`config.mk`:
```
export PLATFORM = sky130hd
export DESIGN_NAME = hippo_uart_loader
export DESIGN_NICKNAME = d
export VERILOG_FILES = /design/src/rtl/hippo_uart_loader.sv
export SDC_FILE = /design/constraint.sdc
export NUM_CORES = 1
export LEC_CHECK = 0
export CAP_MARGIN = 5
export CORE_MARGIN = 2
export CORE_UTILIZATION = 57
export CTS_BUF_LIST = sky130_fd_sc_hd__clkbuf_16
export DETAILED_ROUTE_END_ITERATION = 16
export MAX_ROUTING_LAYER = met4
export PLACE_DENSITY = 0.79
export SKIP_CTS_REPAIR_TIMING = 1
export SLEW_MARGIN = 20
export SYNTH_ARGS = -nofsm -noshare
export SYNTH_HDL_FRONTEND = slang
export SYNTH_SLANG_ARGS = --single-unit
export TNS_END_PERCENT = 30
```
`constraint.sdc`:
```
create_clock -name clk_i -period 2.3 [get_ports clk_i]
set_input_delay 0.345 -clock clk_i [delete_from_list [all_inputs] [get_ports clk_i]]
set_output_delay 0.345 -clock clk_i [all_outputs]
set_load 0.02 [all_outputs]
```
`src/rtl/hippo_uart_loader.sv`:
```
// hippo_uart_loader
//   Receives 8N1 UART bytes and, once armed by start_i, writes them to
//   consecutive memory addresses starting at 0 until LOAD_LEN bytes are
//   written.
//
// Ports
//   clk_i       : clock, rising edge
//   rst_ni      : asynchronous active-low reset
//   rx_i        : UART receive line (asynchronous, idle high)
//   start_i     : arm / restart a load
//   addr_o      : memory write address
//   data_o      : memory write data
//   we_o        : single-cycle write strobe
//   busy_o      : load in progress
//   done_o      : LOAD_LEN bytes written, held until next start
//   frame_err_o : sticky stop-bit error, cleared by start
module hippo_uart_loader #(
  parameter int unsigned CLKS_PER_BIT = 868,
  parameter int unsigned ADDR_WIDTH   = 10,
  parameter int unsigned LOAD_LEN     = 1024
) (
  input  logic                  clk_i,
  input  logic                  rst_ni,
  input  logic                  rx_i,
  input  logic                  start_i,
  output logic [ADDR_WIDTH-1:0] addr_o,
  output logic [7:0]            data_o,
  output logic                  we_o,
  output logic                  busy_o,
  output logic                  done_o,
  output logic                  frame_err_o
);

  localparam int unsigned CW = $clog2(CLKS_PER_BIT);
  localparam int unsigned NW = ADDR_WIDTH + 1;
  localparam logic [CW-1:0] BIT_LAST  = CW'(CLKS_PER_BIT - 1);
  localparam logic [CW-1:0] HALF_LAST = CW'(CLKS_PER_BIT / 2 - 1);
  localparam logic [NW-1:0] LEN       = NW'(LOAD_LEN);

  typedef enum logic [1:0] {R_IDLE, R_START, R_DATA, R_STOP} rx_state_t;
  typedef enum logic [1:0] {L_IDLE, L_LOAD, L_DONE} ld_state_t;

  rx_state_t       rx_state;
  ld_state_t       ld_state;
  logic            rx_meta;
  logic            rx_s;
  logic [CW-1:0]   clk_cnt;
  logic [2:0]      bit_cnt;
  logic [7:0]      shift;
  logic [NW-1:0]   count;
  logic [NW-1:0]   count_nxt;
  logic            rx_abort;
  logic            stop_tick;
  logic            byte_valid;
  logic            frame_bad;

  // Two-flop synchroniser, reset to the idle-high line level.
  always_ff @(posedge clk_i or negedge rst_ni) begin
    if (!rst_ni) begin
      rx_meta <= 1'b1;
      rx_s    <= 1'b1;
    end else begin
      rx_meta <= rx_i;
      rx_s    <= rx_meta;
    end
  end

  // The stop-bit verdict is decoded combinationally so the write strobe can
  // be registered on the very edge that samples the stop bit.
  always_comb begin
    rx_abort   = start_i && (ld_state == L_LOAD);
    stop_tick  = (rx_state == R_STOP) && (clk_cnt == BIT_LAST);
    byte_valid = stop_tick && rx_s;
    frame_bad  = stop_tick && !rx_s;
    count_nxt  = count + NW'(1);
  end

  always_ff @(posedge clk_i or negedge rst_ni) begin
    if (!rst_ni) begin
      rx_state <= R_IDLE;
      clk_cnt  <= '0;
      bit_cnt  <= '0;
      shift    <= '0;
    end else if (rx_abort) begin
      rx_state <= R_IDLE;
      clk_cnt  <= '0;
      bit_cnt  <= '0;
    end else begin
      case (rx_state)
        R_IDLE: begin
          clk_cnt <= '0;
          if (!rx_s) begin
            rx_state <= R_START;
            bit_cnt  <= '0;
          end
        end
        R_START: begin
          if (clk_cnt == HALF_LAST) begin
            clk_cnt  <= '0;
            rx_state <= rx_s ? R_IDLE : R_DATA;
          end else begin
            clk_cnt <= clk_cnt + CW'(1);
          end
        end
        R_DATA: begin
          if (clk_cnt == BIT_LAST) begin
            clk_cnt <= '0;
            shift   <= {rx_s, shift[7:1]};
            bit_cnt <= bit_cnt + 3'd1;
            if (bit_cnt == 3'd7) rx_state <= R_STOP;
          end else begin
            clk_cnt <= clk_cnt + CW'(1);
          end
        end
        R_STOP: begin
          // Leave at the mid-bit sample so a following start bit is not missed.
          if (clk_cnt == BIT_LAST) begin
            clk_cnt  <= '0;
            rx_state <= R_IDLE;
          end else begin
            clk_cnt <= clk_cnt + CW'(1);
          end
        end
        default: rx_state <= R_IDLE;
      endcase
    end
  end

  always_ff @(posedge clk_i or negedge rst_ni) begin
    if (!rst_ni) begin
      ld_state    <= L_IDLE;
      addr_o      <= '0;
      data_o      <= '0;
      we_o        <= 1'b0;
      busy_o      <= 1'b0;
      done_o      <= 1'b0;
      frame_err_o <= 1'b0;
      count       <= '0;
    end else begin
      if (frame_bad) frame_err_o <= 1'b1;
      case (ld_state)
        L_IDLE, L_DONE: begin
          if (start_i) begin
            ld_state    <= L_LOAD;
            addr_o      <= '0;
            count       <= '0;
            busy_o      <= 1'b1;
            done_o      <= 1'b0;
            frame_err_o <= 1'b0;
          end
        end
        L_LOAD: begin
          if (start_i) begin
            addr_o      <= '0;
            count       <= '0;
            we_o        <= 1'b0;
            frame_err_o <= 1'b0;
          end else if (we_o) begin
            // Advance only after the strobe so addr/data hold during it.
            we_o   <= 1'b0;
            addr_o <= addr_o + ADDR_WIDTH'(1);
            count  <= count_nxt;
            if (count_nxt == LEN) begin
              ld_state <= L_DONE;
              busy_o   <= 1'b0;
              done_o   <= 1'b1;
            end
          end else if (byte_valid) begin
            we_o   <= 1'b1;
            data_o <= shift;
          end
        end
        default: ld_state <= L_IDLE;
      endcase
    end
  end

endmodule

```
Word level (Yosys, flattened, before mapping)
Cells that the tools add are included.
{ "word_totals": {"register_bits": 60, "in_bits": 4, "output_inout_bits": 22, "word_cells": 104} }
{ "op_classes": {"n_addsub": 4, "eq_ne": 19, "n_mux": 45, "bitwise_logic": 3, "n_reduce_logical": 19} }
{ "op_table": {"columns": ["operator", "n"], "rows": [
  ["$mux W10", 6],
  ["$mux W11", 3],
  ["$pmux W10 S3", 1],
  ["$mux W2", 11],
  ["$pmux W11 S2", 1],
  ["$add A10 B1 Y10 const B", 2],
  ["$pmux W10 S2", 1],
  ["$ne A3 B3 Y1 const B", 5],
  ["$mux W1", 14],
  ["$add A11 B1 Y11 const B", 1],
  ["$eq A11 B11 Y1 const B", 1],
  ["$eq A10 B10 Y1 const B", 1],
  ["$eq A10 B9 Y1 const B", 1],
  ["$reduce_and A5 Y1", 2],
  ["$mux W3", 3],
  ["$reduce_and A3 Y1", 3],
  ["$pmux W2 S4", 1],
  ["$reduce_and A4 Y1", 2],
  ["$eq A2 B2 Y1 const B", 3],
  ["$ne A2 B2 Y1 const B", 3],
  ["$pmux W3 S2", 1],
  ["$eq A2 B1 Y1 const B", 2],
  ["$logic_and A1 B1 Y1", 4],
  ["$logic_not A2 Y1", 2],
  ["12 further kinds", 16]
]} }

Depth between registers and ports, before layout
Gate-level depths: netlist (run 1).
{ "depth": {"depth_word": 6, "depth_mapped": 7, "mapped_depth_nobuf": 6} }

Worst setup path after synthesis (run 1)
OpenSTA, ideal clock, no wires.
{ "synth_path": {"path_type": "reg2reg", "startpoint": "register count[0]", "endpoint": "register busy_o", "setup_ns": 0.126, "t_arrival_ns": 1.896, "required_ns": 2.174, "slack_ns": 0.278, "stages_incl_launch_ff": 8, "n_path_buf": 1, "period_less_slack_ns": 2.022, "path_cell_list": "dfrtp_1 -> ha_1 -> and2_4 -> buf_6 -> nand4_2 -> xnor2_1 -> or4_4 -> o32a_1"} }
{ "synth_via": {"elab_chain_cells": 4} }
{ "synth_lines": {"columns": ["element", "line_no", "text"], "rows": [
  ["start: declaration", "50", "logic [NW-1:0] count;"],
  ["start signal: assignment", "162", "count <= count_nxt;"],
  ["$add A11 B1 Y11", "75", "count_nxt = count + NW'(1);"],
  ["$eq A11 B11 Y1", "163", "if (count_nxt == LEN) begin"],
  ["$ne A2 B1 Y1 (no source line)", null, null],
  ["$reduce_and A5 Y1 (no source line)", null, null],
  ["end signal: assignment", "135", "busy_o <= 1'b0;"],
  ["end signal: assignment", "147", "busy_o <= 1'b1;"],
  ["end signal: assignment", "165", "busy_o <= 1'b0;"],
  ["end: declaration", "29", "output logic busy_o,"]
]} }
Every way passes these cells.
A chain may end at the register's enable or synchronous reset.

Worst setup path in the final report (run 1)
{ "layout_path": {"startpoint": "register clk_cnt[0]", "endpoint": "register data_o[6]"} }
{ "layout_via": {"elab_chain_cells": 4} }
{ "layout_lines": {"columns": ["element", "line_no", "text"], "rows": [
  ["start: declaration", "47", "logic [CW-1:0] clk_cnt;"],
  ["start signal: assignment", "102", "clk_cnt <= clk_cnt + CW'(1);"],
  ["start signal: assignment", "112", "clk_cnt <= clk_cnt + CW'(1);"],
  ["start signal: assignment", "121", "clk_cnt <= clk_cnt + CW'(1);"],
  ["$eq A10 B10 Y1", "72", "stop_tick = (rx_state == R_STOP) && (clk_cnt == BIT_LAST);"],
  ["$logic_and A1 B1 Y1", "72", null],
  ["$logic_and A1 B1 Y1", "73", "byte_valid = stop_tick && rx_s;"],
  ["$reduce_and A4 Y1 (no source line)", null, null],
  ["end signal: assignment", "170", "data_o <= shift;"],
  ["end: declaration", "27", "output logic [7:0] data_o,"]
]} }
Every way passes these cells.

==> flow_metrics.env, run 1 <==
export IMPL_drt_iter0_markers=130
export IMPL_synth_seq_area_share=0.519
export IMPL_cp_max_fo=9
export IMPL_nets=316
export IMPL_clock_sinks=60
export IMPL_power_total_w=0.00253
export IMPL_initial_utilization=0.602
export IMPL_ys_ff_latch=60
export IMPL_required_ps=2500
export IMPL_io_buffer_count=25
export IMPL_antenna_cells=0
export IMPL_synth_area_leaders="dfrtp_1, mux2_2, nand2_1, nor2_1, xor2_1"
export IMPL_clk_pin_slew_ps=50
export IMPL_cts_buffer_depth=2
export IMPL_rsz0062_at_grt="false"
export IMPL_layout_worst_path_cycle_share=0.914
export IMPL_clkLatencyLatePin_ps=320
export IMPL_synthFlopType="dfrtp_1"
export IMPL_setup_tns_ps=0
export IMPL_vias_per_cell=5.71
export IMPL_final_cell_mix="dfrtp_1, nand2_1, nor2_1, clkdlybuf4s50_1"
export IMPL_fp_row_count=25
export IMPL_ys_async_sr_fraction=1.00
export IMPL_dr_total_vias=2158
export IMPL_grt_antenna_before_repair=0
export IMPL_ir_worst_vdd_uv=702
export IMPL_cts_root_buf="clkbuf_16"
export IMPL_outcome="finished clean"
export IMPL_grt_max_degree=38
export IMPL_fmax_mhz=476
export IMPL_p_leak_nw=1.58
export IMPL_synth_cell_types=50
export IMPL_netlist_instances=272
export IMPL_pin_count=26
export IMPL_holdWs_ps=11.7
export IMPL_grt_usage=0.235
export IMPL_cts_buffers=9
export IMPL_die_w_um=75.3
export IMPL_synth_top_cell_by_area="dfrtp_1"
export IMPL_wl_um=5590
export IMPL_syn_to_final_growth_pct=22.6
export IMPL_worst_pin_slew_ps=552
export IMPL_hold_violations=0
export IMPL_grt_pass1_wl_um=9650
export IMPL_setup_viol=0
export IMPL_fin_crit_ps=2100
export IMPL_synth_edf_count=0
export IMPL_cts_tree="built"
export IMPL_yosys_warnings=0
export IMPL_place_congestion=0.875
export IMPL_syn_num_nets=282
export IMPL_drc=0
export IMPL_grt_ovfl_total=0
export IMPL_synth_top_cell_area_share=0.501
export IMPL_ant_nets=0
export IMPL_slew_headroom=0.632
export IMPL_crit_path_end_kind="register"
export IMPL_drt_pass1_iter_count=4
export IMPL_fp_coreArea_um2=4820
export IMPL_synth_area_per_cell_um2=10.7
export IMPL_drt_wirelength_per_cell_um=14.8
export IMPL_dpl_hpwl_um=3760
export IMPL_finalClockSkew_ps=5.50
export IMPL_die_h_um=75.3
export IMPL_power_density_nw_per_um2=711
export IMPL_final_common_cell="dfrtp_1"
export IMPL_cp_start_kind="register"
export IMPL_layout_drive_gt1_share=0.174
export IMPL_fillerInstances=354
export IMPL_cap_violations=0
export IMPL_netlist_area_um2=2900
export IMPL_cp_arrival_ps=2300
export IMPL_die_area_um2=5670
export IMPL_slew_violations=0
export IMPL_hp_class="in -> async"
export IMPL_crit_type="reg -> reg"
export IMPL_htree_levels=3
export IMPL_grt_pass1_vias=2082
cells in the mapped netlist (3+ instances only):
cell type  instances
inv_1              4
a22o_1             3
xor2_1            11
nor2b_1            4
ha_1               6
o21ai_0           18
nor3_1             4
nand2b_1           3
nor2_1            27
clkbuf_1           6
and3_1             3
nand3_1           10
dfrtp_1           58
a21oi_1            6
mux2_2            18
nand2_1           32
nand4_1            7
xnor2_1            8
worst paths after layout:
check | start | to | slack [ps] | cells after the start
hold / removal | rst_ni | addr_o[8]$_DFFE_PN0P_ | 10 | 1
min in group clk_i | rx_meta$_DFF_PN1_ | rx_s$_DFF_PN1_ | 360 | 0
max in group asynchronous | rst_ni | rx_s$_DFF_PN1_ | 1640 | 2
hold reg to reg | rx_meta$_DFF_PN1_ | rx_s$_DFF_PN1_ | 360 | 0
setup / recovery | clk_cnt[0]$_DFF_PN0_ | data_o[6]$_DFFE_PN0P_ | 200 | 7
setup reg to reg | clk_cnt[0]$_DFF_PN0_ | data_o[6]$_DFFE_PN0P_ | 200 | 7
state kept, by name (all words and copies together), names as in the netlist:
name,cells
bit_cnt,3
data_o,8
addr_o,10
count,11
clk_cnt,10
done_o,1
rx_meta,1
ld_state,2
rx_s,1
rx_state,2
busy_o,1
frame_err_o,1
we_o,1
shift,8
area by class of cell:
type | count | area [um2] | area share
multi-input cells | 198 | 1330 | 0.373
repair buffers | 33 | 318 | 0.0894
well taps | 67 | 83.8 | 0.0236
flip-flops and latches | 60 | 1500 | 0.423
clock buffers | 9 | 225 | 0.0634
inverters | 4 | 15.0 | 0.00423
clock inverters | 7 | 82.6 | 0.0232
logic make-up after synthesis:
family	count (synthesis)	share of synthesized area
simple gates	106	0.190
flops	60	0.519
compound gates	49	0.114
xor+xnor	19	0.0574
mux	18	0.0699
buf+inv	14	0.0242
fa+ha+maj	6	0.0259
report_power, final:
part / switching (W) / total, W / leakage, nW / internal, W
Combinational: 0.0000513 / 0.0000808 / 0.600 / 0.0000295
Sequential: 0.00000875 / 0.00107 / 0.820 / 0.00107
Clock: 0.000438 / 0.00137 / 0.158 / 0.000932
Total: 0.000498 / 0.00253 / 1.58 / 0.00203
metal layers:
layer	vias to the layer above	wire length, um	global-route usage
met3	11	192	0.0450
li1	1030	-	-
met2	45	2790	0.365
met1	1072	2510	0.290
met4	0	91	0.129
met5	-	0	-
through the flow:
stage / instances / instance area, um2 / setup WS (ps) / util
after floorplan: 272 / 2900 / 278 / -
after global placement: 362 / 3250 / 200 / 0.674
after detailed placement: 362 / 3250 / 143 / 0.674
after CTS: 378 / 3550 / 179 / 0.738
after global routing: 378 / 3550 / 35.1 / 0.738
final: 378 / 3550 / 197 / 0.738
worst max-delay path, stage by stage (launching register included):
cell	delay, ps
dfrtp_1	400
ha_1	240
nand4_1	160
nor3_2	230
nand2_1	180
nor3_4	220
buf_4	200
mux2_2	350
(Power assumes the default switching activity.)
==> inputs of run 2 (changes only) <==
--- a/config.mk
+++ b/config.mk
@@ -7,9 +7,10 @@
 export LEC_CHECK = 0
 export CAP_MARGIN = 5
 export CORE_MARGIN = 2
-export CORE_UTILIZATION = 57
+export CORE_UTILIZATION = 63
 export CTS_BUF_LIST = sky130_fd_sc_hd__clkbuf_16
 export DETAILED_ROUTE_END_ITERATION = 16
+export DONT_BUFFER_PORTS = 1
 export MAX_ROUTING_LAYER = met4
 export PLACE_DENSITY = 0.79
 export SKIP_CTS_REPAIR_TIMING = 1
==> constraint.sdc (replaced) <==
create_clock -name clk_i -period 2.3 [get_ports clk_i]
set_input_delay 0.345 -clock clk_i [delete_from_list [all_inputs] [get_ports clk_i]]
set_output_delay 0.345 -clock clk_i [all_outputs]
set_load 0.1 [all_outputs]
==> flow_metrics.env, run 2 (synthesis gave the netlist of run 1 again) <==
export IMPL_fp_row_count=24
export IMPL_htree_levels=3
export IMPL_cts_tree="built"
export IMPL_largest_register_ffs=11
export IMPL_hold_violations=0
export IMPL_grt_pass1_wl_um=9290
export IMPL_max_stage_delay_ps=410
export IMPL_worst_pin_slew_ps=912
export IMPL_setup_tns_ps=0
export IMPL_die_w_um=71.8
export IMPL_place_congestion=0.858
export IMPL_fin_crit_ps=2080
export IMPL_p_leak_nw=1.53
export IMPL_intPower_w=0.00192
export IMPL_vias_per_cell=6.00
export IMPL_dr_total_vias=2094
export IMPL_drt_wirelength_per_cell_um=15.4
export IMPL_clkLatencyLatePin_ps=330
export IMPL_drt_pass1_iter_count=4
export IMPL_antenna_cells=0
export IMPL_critPathLaunch="clk_cnt[0]$_DFF_PN0_"
export IMPL_max_flop_register="count"
export IMPL_slew_violations=0
export IMPL_grt_max_degree=61
export IMPL_fillerInstances=290
export IMPL_cts_buffers=9
export IMPL_clock_sinks=60
export IMPL_top_regs="count x11, addr_o x10, clk_cnt x10"
export IMPL_slew_headroom=0.392
export IMPL_cp_start_kind="register"
export IMPL_combPwrFrac=0.037
export IMPL_hp_start="rx_i"
export IMPL_cts_buffer_depth=2
export IMPL_layout_drive_gt1_share=0.215
export IMPL_final_cell_mix="dfrtp_1, nand2_1, nor2_1, o21ai_0, mux2_2"
export IMPL_ir_worst_vdd_uv=596
export IMPL_grt_ovfl_total=0
export IMPL_grt_antenna_before_repair=0
export IMPL_nets=302
export IMPL_grt_usage=0.246
export IMPL_pwr_share_seq=0.439
export IMPL_die_area_um2=5160
export IMPL_pin_count=26
export IMPL_syn_to_final_growth_pct=16.1
export IMPL_outcome="finished clean"
export IMPL_slowest_stage="nor3_4"
export IMPL_crit_type="reg -> reg"
export IMPL_fmax_mhz=480
export IMPL_io_buffer_count=0
export IMPL_power_density_nw_per_um2=727
export IMPL_layout_worst_path_cycle_share=0.906
export IMPL_stdcell_area_um2=3370
export IMPL_clk_pin_slew_ps=50
export IMPL_rsz0062_at_grt="false"
export IMPL_crit_path_end_kind="register"
export IMPL_r2r_start="clk_cnt[0]$_DFF_PN0_"
export IMPL_dpl_hpwl_um=3590
export IMPL_drc=0
export IMPL_initial_utilization=0.661
export IMPL_power_switching_w=0.000528
export IMPL_fp_coreArea_um2=4380
export IMPL_grt_pass1_vias=2121
export IMPL_final_common_cell="dfrtp_1"
export IMPL_cp_max_fo=9
export IMPL_cap_violations=0
export IMPL_drt_iter0_markers=162
export IMPL_required_ps=2510
export IMPL_switching_share=0.216
export IMPL_power_frac_clock=0.524
export IMPL_finalClockSkew_ps=6.31
export IMPL_die_h_um=71.8
export IMPL_cts_root_buf="clkbuf_16"
export IMPL_placed_cell_area_um2=3040
export IMPL_setup_viol=0
export IMPL_hp_class="in -> reg"
export IMPL_cp_cell_sequence="ha_1, nand4_1, nor3_2, nand2_1, nor3_4, mux2_2"
export IMPL_cp_arrival_ps=2290
export IMPL_ant_nets=0
export IMPL_wl_um=5360
==> run 2: worst max-delay path: cells and delay by family, from the launching register on <==
family        cells  cell delay (ps)
simple gates      4              930
flops             1              400
mux               1              400
fa+ha+maj         1              230
==> run 2: path summary, 6_finish.rpt <==
| kind | to | slack [ps] | cells after the start |
|---|---|---|---|
| setup / recovery | data_o[0]$_DFFE_PN0P_ | 220 | 6 |
| hold / removal | rx_meta$_DFF_PN1_ | 20 | 0 |
| setup reg to reg | data_o[0]$_DFFE_PN0P_ | 220 | 6 |
| hold reg to reg | rx_s$_DFF_PN1_ | 360 | 0 |
| max in group asynchronous | rx_s$_DFF_PN1_ | 1450 | 2 |
| min in group asynchronous | addr_o[9]$_DFFE_PN0P_ | 560 | 2 |
==> run 2: metal layers <==
| metal | global-route usage | up-vias | part of all wire |
|---|---|---|---|
| met5 | - | - | 0 |
| met4 | 0.140 | 0 | 0.022 |
| met3 | 0.0605 | 10 | 0.040 |
| met2 | 0.372 | 45 | 0.49 |
| met1 | 0.304 | 1025 | 0.45 |
| li1 | - | 1014 | - |
==> run 2: cell type report <==
class	instances	area, um2	share of cell area
clock buffer	9	225	0.0669
clock inverter	7	67.6	0.0201
inverter	4	15.0	0.00446
multi-input combinational	198	1330	0.394
sequential	60	1500	0.447
tap	52	65.1	0.0193
timing repair buffer	19	165	0.0491
==> run 2: power by group through the flow <==
stage	registers (W)	clock network (W)	logic, W
global route	0.00108	0.00135	0.000100
floorplan	0.00111	0	0.0000338
global placement	0.00109	0	0.0000636
detailed placement	0.00109	0	0.0000651
CTS	0.00107	0.00130	0.0000660
finish	0.00107	0.00128	0.0000916
==> run 2: metrics by stage <==
stage,std cells,utilization,hold slack (ps),setup slack [ps],power (W)
floorplan,272,-,49.4,3.07,0.00114
global placement,331,0.693,50.8,233,0.00116
detailed placement,331,0.693,51.1,134,0.00116
CTS,347,0.759,-293,120,0.00244
global route,349,0.768,8.07,11.7,0.00252
finish,349,0.768,19.0,216,0.00245
